**config.mk**
```make
export PLATFORM = sky130hd
export DESIGN_NAME = alu_seq
export DESIGN_NICKNAME = d
export VERILOG_FILES = /design/src/rtl/alu_seq.sv
export SDC_FILE = /design/constraint.sdc
export NUM_CORES = 1
export LEC_CHECK = 0
export ABC_AREA = 1
export CAP_MARGIN = 40
export CORE_AREA = 2 2 101 103
export CTS_BUF_LIST = sky130_fd_sc_hd__clkbuf_16
export CTS_CLUSTER_SIZE = 10
export DETAILED_ROUTE_END_ITERATION = 8
export DIE_AREA = 0 0 103 105
export PLACE_DENSITY_LB_ADDON = 0.15
export SETUP_SLACK_MARGIN = 0.3
export SLEW_MARGIN = 40
export SYNTH_ARGS = -nofsm -noshare
export SYNTH_HDL_FRONTEND = slang
export SYNTH_SLANG_ARGS = --single-unit
```
**constraint.sdc**
```tcl
create_clock -name clk -period 3.2 [get_ports clk]
set_clock_uncertainty 0.2 [all_clocks]
set_input_delay 0.48 -clock clk [delete_from_list [all_inputs] [get_ports clk]]
set_output_delay 0.48 -clock clk [all_outputs]
set_load 0.02 [all_outputs]
```
**src/rtl/alu_seq.sv**
```systemverilog
`default_nettype none
// +----------------------------------------------------------------------------+
// | alu_seq : clocked ALU, one op per start, iterative shift-add multiplier     |
// | Revision: 1.0                                                               |
// +----------------------------------------------------------------------------+
module alu_seq #(
  parameter int WIDTH  = 8,
  parameter bit MUL_EN = 1'b1
) (
  input  logic             clk,
  input  logic             reset,
  input  logic             start,
  input  logic [WIDTH-1:0] data1,
  input  logic [WIDTH-1:0] data2,
  input  logic [3:0]       select,
  output logic [WIDTH-1:0] result,
  output logic             zero,
  output logic             carry,
  output logic             busy,
  output logic             done
);

  localparam int CW = (WIDTH > 2) ? $clog2(WIDTH) : 1;

  localparam logic [3:0]       c_op_fwd = 4'b0000;
  localparam logic [3:0]       c_op_add = 4'b0001;
  localparam logic [3:0]       c_op_and = 4'b0010;
  localparam logic [3:0]       c_op_or  = 4'b0011;
  localparam logic [3:0]       c_op_sub = 4'b0100;
  localparam logic [3:0]       c_op_xor = 4'b0101;
  localparam logic [3:0]       c_op_sll = 4'b0110;
  localparam logic [3:0]       c_op_srl = 4'b0111;
  localparam logic [3:0]       c_op_sra = 4'b1000;
  localparam logic [3:0]       c_op_ror = 4'b1001;
  localparam logic [3:0]       c_op_mul = 4'b1010;
  localparam logic [WIDTH-1:0] c_width  = WIDTH'(WIDTH);
  localparam logic [CW-1:0]    c_last   = CW'(WIDTH - 1);

  typedef enum logic [0:0] {
    S_IDLE = 1'b0,
    S_MUL  = 1'b1
  } state_t;

  state_t             r_state;
  logic [WIDTH-1:0]   r_result;
  logic               r_zero;
  logic               r_carry;
  logic               r_busy;
  logic               r_done;
  logic [WIDTH-1:0]   r_mcand;
  logic [WIDTH-1:0]   r_mplier;
  logic [WIDTH-1:0]   r_acc;
  logic [CW-1:0]      r_cnt;

  logic [WIDTH:0]     w_add;
  logic [WIDTH-1:0]   w_rot_amt;
  logic [2*WIDTH-1:0] w_ror2;
  logic               w_big_shift;
  logic [WIDTH-1:0]   w_res;
  logic               w_carry;
  logic [WIDTH-1:0]   w_acc_next;
  logic               w_is_mul;

  assign w_add       = {1'b0, data1} + {1'b0, data2};
  assign w_big_shift = (data2 >= c_width);
  assign w_rot_amt   = data2 % c_width;
  assign w_ror2      = {data1, data1} >> w_rot_amt;
  assign w_is_mul    = MUL_EN && (select == c_op_mul);
  assign w_acc_next  = r_mplier[0] ? (r_acc + r_mcand) : r_acc;

  always_comb begin
    w_res   = '0;
    w_carry = 1'b0;
    case (select)
      c_op_fwd: w_res = data2;
      c_op_add: begin
        w_res   = w_add[WIDTH-1:0];
        w_carry = w_add[WIDTH];
      end
      c_op_and: w_res = data1 & data2;
      c_op_or:  w_res = data1 | data2;
      c_op_sub: begin
        w_res   = data1 - data2;
        w_carry = (data1 >= data2);
      end
      c_op_xor: w_res = data1 ^ data2;
      c_op_sll: w_res = w_big_shift ? '0 : (data1 << data2);
      c_op_srl: w_res = w_big_shift ? '0 : (data1 >> data2);
      c_op_sra: w_res = w_big_shift ? {WIDTH{data1[WIDTH-1]}}
                                    : WIDTH'($signed(data1) >>> data2);
      c_op_ror: w_res = w_ror2[WIDTH-1:0];
      default:  w_res = '0;
    endcase
  end

  always_ff @(posedge clk) begin
    if (reset) begin
      r_state  <= S_IDLE;
      r_result <= '0;
      r_zero   <= 1'b1;
      r_carry  <= 1'b0;
      r_busy   <= 1'b0;
      r_done   <= 1'b0;
      r_mcand  <= '0;
      r_mplier <= '0;
      r_acc    <= '0;
      r_cnt    <= '0;
    end else begin
      r_done <= 1'b0;
      case (r_state)
        S_IDLE: begin
          if (start) begin
            if (w_is_mul) begin
              r_mcand  <= data1;
              r_mplier <= data2;
              r_acc    <= '0;
              r_cnt    <= '0;
              r_busy   <= 1'b1;
              r_state  <= S_MUL;
            end else begin
              r_result <= w_res;
              r_zero   <= (w_res == '0);
              r_carry  <= w_carry;
              r_done   <= 1'b1;
            end
          end
        end
        S_MUL: begin
          // Multiplicand walks left while the multiplier is consumed LSB first.
          r_acc    <= w_acc_next;
          r_mcand  <= r_mcand << 1;
          r_mplier <= r_mplier >> 1;
          r_cnt    <= r_cnt + 1'b1;
          if (r_cnt == c_last) begin
            r_result <= w_acc_next;
            r_zero   <= (w_acc_next == '0);
            r_carry  <= 1'b0;
            r_done   <= 1'b1;
            r_busy   <= 1'b0;
            r_cnt    <= '0;
            r_state  <= S_IDLE;
          end
        end
        default: r_state <= S_IDLE;
      endcase
    end
  end

  assign result = r_result;
  assign zero   = r_zero;
  assign carry  = r_carry;
  assign busy   = r_busy;
  assign done   = r_done;

endmodule
`default_nettype wire

```
==> results.md <==
- CP endpoint kind: flip-flop
- Die Ht: roughly 110 um
- Static leakage: 2.49 nW
- Root buffer cell: clkbuf_16
- Vias: ~5,100
- Number of flops mapped to enable cells by yosys: 0
- Initial antenna violation count: 0
- Switching Share: 34.3%
- CP dominant cell by count: nand2_1
- Synth warn: 0
- First-iteration detailed-routing DRC count: roughly 330
- Largest family of logic cells by synthesized area: simple AND/OR/NAND/NOR gates
- Number of max-cap violations: 0
- Worst-path fanout max: 7
- CTS Sinks: 40
- Peak VDD IR: around 0.00026 V
- Clock Latency Late Sink: 0.27 ns
- Largest stage delay, worst path: 0.62 ns
- Area share of and/or/nand/nor cells after synthesis: between 40% and 50%
- Fmax: ~360 MHz
- Clock group share of total power: around a third
- Sequential power share: a little over a third
- Placeable Area: 9640 sq um
- RSZ-0062 raised after global routing: yes
- Tot Pwr: around 1.5 mW
- CP startpoint kind: input port
- Largest net degree at the start of global routing: 25
- Distinct cells, synth: between 40 and 50
- Final setup violating endpoints: 0
- Mapped Nets: roughly 780
- Synth top area cells: nand2_1, dfxtp_1, ha_1
- Adder-Cell Fraction of Synth Area: roughly 11%
- Hold WC Path Type: reg2reg
- Share of the synthesized area in the top cell type: a little under a quarter
- Nets: 845
- Num CTS Buffers: 5
- Final Cycle Share: between 80% and 90%
- Routed Antenna Nets: 0
- Ant diodes: 0
- Min Tclk post-route: around 2.8 ns
- DRC: 0
- Syn_area_per_cell: around 5.9 sq um
- P_sw: roughly 520 uW
- Final Hold Viols: 0
- Number of fillers in the final layout: a little over 1,000
- TritonRoute pass-1 iters: 5
- Routed length per instance: 17.1 um
- Post-DP Area: roughly 5000 sq um
- Worst Path Required: approximately 3.2 ns
- First-pass GRT wire length: ~25 mm
- Slew @ Worst Pin: between 0.6 and 0.7 ns
- Pwr/cell area: 291 nW/um^2
- Area growth, synth to finish: 20.9%
- Top FF cell, synth: dfxtp_1
- I/O Pins: 35
- CP Cell Sequence: clkdlybuf4s50_1, inv_2, nor2_1, nand2_1, inv_1, nand3_1, nand3_1, nor2_1, nand3_1, nor2_1, nand4_1, nand2_1, nand2_1, nand2_1
- H-tree depth: 2
- Internal power: about 990 uW
- CTS tree: built
- Share of synthesized registers carrying an async set or reset: 0%
- RePlAce Congestion: a little over 1
- #FFs+latches synth: 40
- Worst Path Arrival: 2.78 ns
- Final instance area: 5160 sq um
- Initial core utilization: 44.3%
- Grt ovf: 0
- CTS Buffer Depth: 2
- Share of cells above drive strength 1: ~13%
- Hpwl dp: roughly 13 mm
- Most frequent cells in the layout: nand2_1, nand3_1, inv_1
- Register clock-pin slew on the reported worst setup and hold paths: around 0.060 ns
- Synth Area in Compound Gates: between 10% and 20%
- Hold buffers post-CTS: 0
- CP Class: in2reg
- Vias in the first global route: 4,715
- GRT Total Usage: between 20 and 30%
- Post-synthesis mux area share: less than 1%
- Worst relative slew slack: a little under three fifths
- Mapped Cells: between 700 and 800
- Worst path slowest cell: clkdlybuf4s50_1
- IO Port Bufs: 34
- Logic pwr share: between 30% and 40%
- Post-synth top area cell: nand2_1
- Area of the die: 10,800 sq um
- Leading cell type in the layout, fill and taps excluded: nand2_1
- Routed WL: around 16 mm
- Die X: ~100 um
- Slew Viols, Final: 0
- Via/cell ratio: 5.50
- Mapped cell area: about 4300 sq um
- Row count: 36
- Xor and xnor area share after synthesis: 1.03%
- Seq/Total Area, Yosys: 18.7%
- Status: finished clean
-- per-layer routing --
metal / share of wire (%) / GRT usage [%] / up-vias
met2: 49 / 50.6 / 190
met3: 5.0 / 1.40 / 38
met1: 42 / 38.0 / 2329
met5: 0 / 0 / -
met4: 3.7 / 11.1 / 0
li1: - / - / 2504
-- registers in the layout, summed over array words and instances, names as in the netlist --
register  count
r_cnt         3
r_acc         8
r_state       1
r_mplier      8
zero          1
r_mcand       8
done          1
carry         1
result        8
busy          1
-- power groups by stage --
stage / Combinational [mW] / Clock [mW] / Sequential, mW
after floorplan: 0.273 / 0 / 0.543
after global placement: 0.481 / 0 / 0.533
after detailed placement: 0.482 / 0 / 0.534
after CTS: 0.484 / 0.489 / 0.523
after global routing: 0.544 / 0.508 / 0.524
final: 0.498 / 0.484 / 0.523
-- cell usage after synthesis (all sizes together), types with 3 or more instances --
library cell,count
nand2,266
nand3,83
inv,69
nor2,61
dfxtp,40
a21oi,39
ha,33
o21ai,28
a31oi,22
buf,19
nand4,16
clkbuf,8
or2,7
nand3b,6
nor3,5
xor2,4
fa,3
o211ai,3
o22ai,3
-- timing repair --
item / CTS / global route
hold endpoints to repair: 0 / 0
setup endpoints to repair: 2 / 8
buffers inserted: 0 / 0
gates resized for setup: 2 / 14
-- final timing paths --
kind                            from                end  slack (ns)  cells after the start
setup / recovery           select[0]  zero$_SDFFE_PP1P_        0.39                     14
hold / removal     busy$_SDFFE_PP0P_  busy$_SDFFE_PP0P_        0.25                      2
setup reg to reg  r_state$_SDFF_PP0_  zero$_SDFFE_PP1P_        0.71                      8
hold reg to reg    busy$_SDFFE_PP0P_  busy$_SDFFE_PP0P_        0.25                      2
-- cells by family (layout without fill, tap and decap cells) --
logic type	after synthesis	after routing
AOI/OAI and AO/OA	100	100
xor gates and xnor gates	5	5
adders and majority gates	36	36
buffers and inverters	97	159
DFF	40	40
muxes	1	1
and+or+nand+nor	446	446
-- through the flow --
stage	util (%)	cells	TNS (ns)	setup slack, ns	hold WS (ns)
after floorplan	-	725	0	0.790	0.233
after global placement	51.6	912	-0.130	-0.108	0.244
after detailed placement	51.6	912	-0.137	-0.0999	0.247
after CTS	53.1	920	0	0.320	0.256
after global routing	53.6	920	0	0.268	0.276
final	53.6	920	0	0.388	0.252
-- critical path, delay by kind of cell --
| kind | cells | cell delay (ns) |
|---|---|---|
| and+or+nand+nor | 11 | 1.38 |
| buffers and inverters | 3 | 0.93 |
-- final cells by class --
cell class	instances	area, sq um	share of cell area (%)
sequential	40	801	15.5
clock buffer	5	125	2.42
clock inverter	3	18.8	0.363
timing repair buffer	81	702	13.6
inverter	70	268	5.19
multi-input combinational	588	3080	59.7
tap	133	166	3.22
No activity file was read; power rests on OpenSTA's default activity.
==> variant, RTL diff (same flow settings) <==
The parameter `MUL_EN` goes from 1'b1 to 1'b0.
--- a/src/rtl/alu_seq.sv
+++ b/src/rtl/alu_seq.sv
@@ -6,5 +6,5 @@
 module alu_seq #(
   parameter int WIDTH  = 8,
-  parameter bit MUL_EN = 1'b1
+  parameter bit MUL_EN = 1'b0
 ) (
   input  logic             clk,
Formal check against the unedited RTL: not equivalent (Yosys sat finds a counterexample within 4 cycles, from zero or initial values and one cycle with reset high).
==> variant against the original RTL <==
- hold slack improved by 0.0085 ns
- power fell by 43%
- worst setup slack improved by 0.047 ns
- sequential cell count fell by 25
- routed wire length fell by 34%
- design area fell by 30%
- die area did not move
- core utilization fell by 16 points
- area after synthesis fell by 32%
- highest routed layer unchanged
==> variant: results <==
[outcome]
status = complete, no violations

[setup_path]
cp_slowest_cell = clkdlybuf4s50_1
cp.arrival_ns = 2.76
cp_top_family = simple AND/OR/NAND/NOR gates
r2r-start = r_state
crit_path_max_incr_delay_ns = 0.50
path_max_fanout = 8
crit_start = data2[6]

[placed_design]
io_buffers = 33
gp_congestion = 0.965
hpwlAfterDp_um = 8480
place_area_sq_um = 3460
dp_slack_ns = 0.0849

[cts]
post_cts_buffers = 0
cts_inserted_buffers = 3
cts_root_buf = clkbuf_16
htree_num_levels = 1
cts_buffer_depth = 2
worst_skew_pair.late_latency_ns = 0.24
clk_pin_slew_worst_paths_ns = 0.05

[min_path]
worstHoldStart = result[0]
hold_class = register to register

[global_route]
grt.total_usage_pct = 19.3
grt_max_degree = 23
grt_pass1_wl_um = 16500
grt_pass1_vias = 3262
antenna_found_initial = 0

[power]
switching_power_uw = 343
total_leakage_power_uw = 0.00179
vdd.ir_drop.worst_v = 0.000136

[routing]
first_pass_iters = 5
viasPerCell = 4.95
wl_per_cell_um = 14.6
drt_iter0_markers = 222

[final_layout]
largest_reg_flops = 8
num_antenna_cells = 0
fin_nets = 633
drive_above_1_share_pct = 10.8

[synth]
synth_top_cells_by_area = nand2_1 (22%), nand3_1 (12%), ha_1 (11%)
synthesis.yosys.warnings = 0
ys_async_sr_fraction_pct = 0
synth_cell_types = 36
syn_nets = 592
ys_top_cells_by_count = nand2_1 (172), nand3_1 (70), nor2_1 (58)
synth_seq_area_share_pct = 10.4
synth-main-ff-cell = dfxtp_1
==> variant: kinds of logic (layout without fill, tap and decap cells) <==
kind of cell | Yosys count | count (layout) | synth area share, %
buf+inv | 78 | 118 | 11.3
xor+xnor | 3 | 3 | 0.906
simple gates | 337 | 337 | 50.6
flops | 15 | 15 | 10.4
other cells | 1 | 1 | 0.129
fa+ha+maj | 28 | 28 | 12.6
compound gates | 79 | 79 | 14.1
==> variant: layout make-up <==
cell class                      instances  area, sq um
Sequential cell                        15          300
Inverter                               58          218
Tap cell                              133          166
Timing Repair Buffer                   56          510
Multi-Input combinational cell        448         2310
Fill cell                            1126         6050
Clock inverter                          1         5.00
Clock buffer                            3         75.1
==> variant: tightest hold or removal path, stage by stage, from the launching register on <==
cell	delay, ns
dfxtp_1	0.30
nand2_1	0.06
a21oi_1	0.05
==> variant: final timing paths <==
path / to / slack [ns] / depth (start not counted)
setup / recovery: zero / 0.43 / 16
hold reg to reg: result[0] / 0.26 / 2
hold / removal: result[0] / 0.26 / 2
setup reg to reg: result[1] / 1.35 / 7
==> variant: power groups by stage <==
stage	combinational (uW)	sequential, uW	clock (uW)
2_1_floorplan	244	213	0
5_1_grt	468	200	258
3_3_place_gp	406	203	0
4_1_cts	406	199	246
6_report	420	200	240
3_5_place_dp	405	203	0
==> variant: layer usage <==
layer  track usage (%)  part of all wire (%)
met3              1.27                   5.3
met2              32.1                    46
met4              6.02                   3.5
met1              26.3                    45
met5                 0                     0
==> variant: through the flow <==
stage | util [%] | cells
finish | 37.2 | 714
global route | 37.2 | 714
CTS | 36.7 | 714
detailed placement | 35.9 | 710
global placement | 35.9 | 710
floorplan | - | 541
==> variant: what timing repair did <==
action	4_1_cts	5_1_grt
hold endpoints to repair	0	0
gates resized for setup	0	19
endpoints found under the setup margin	0	3
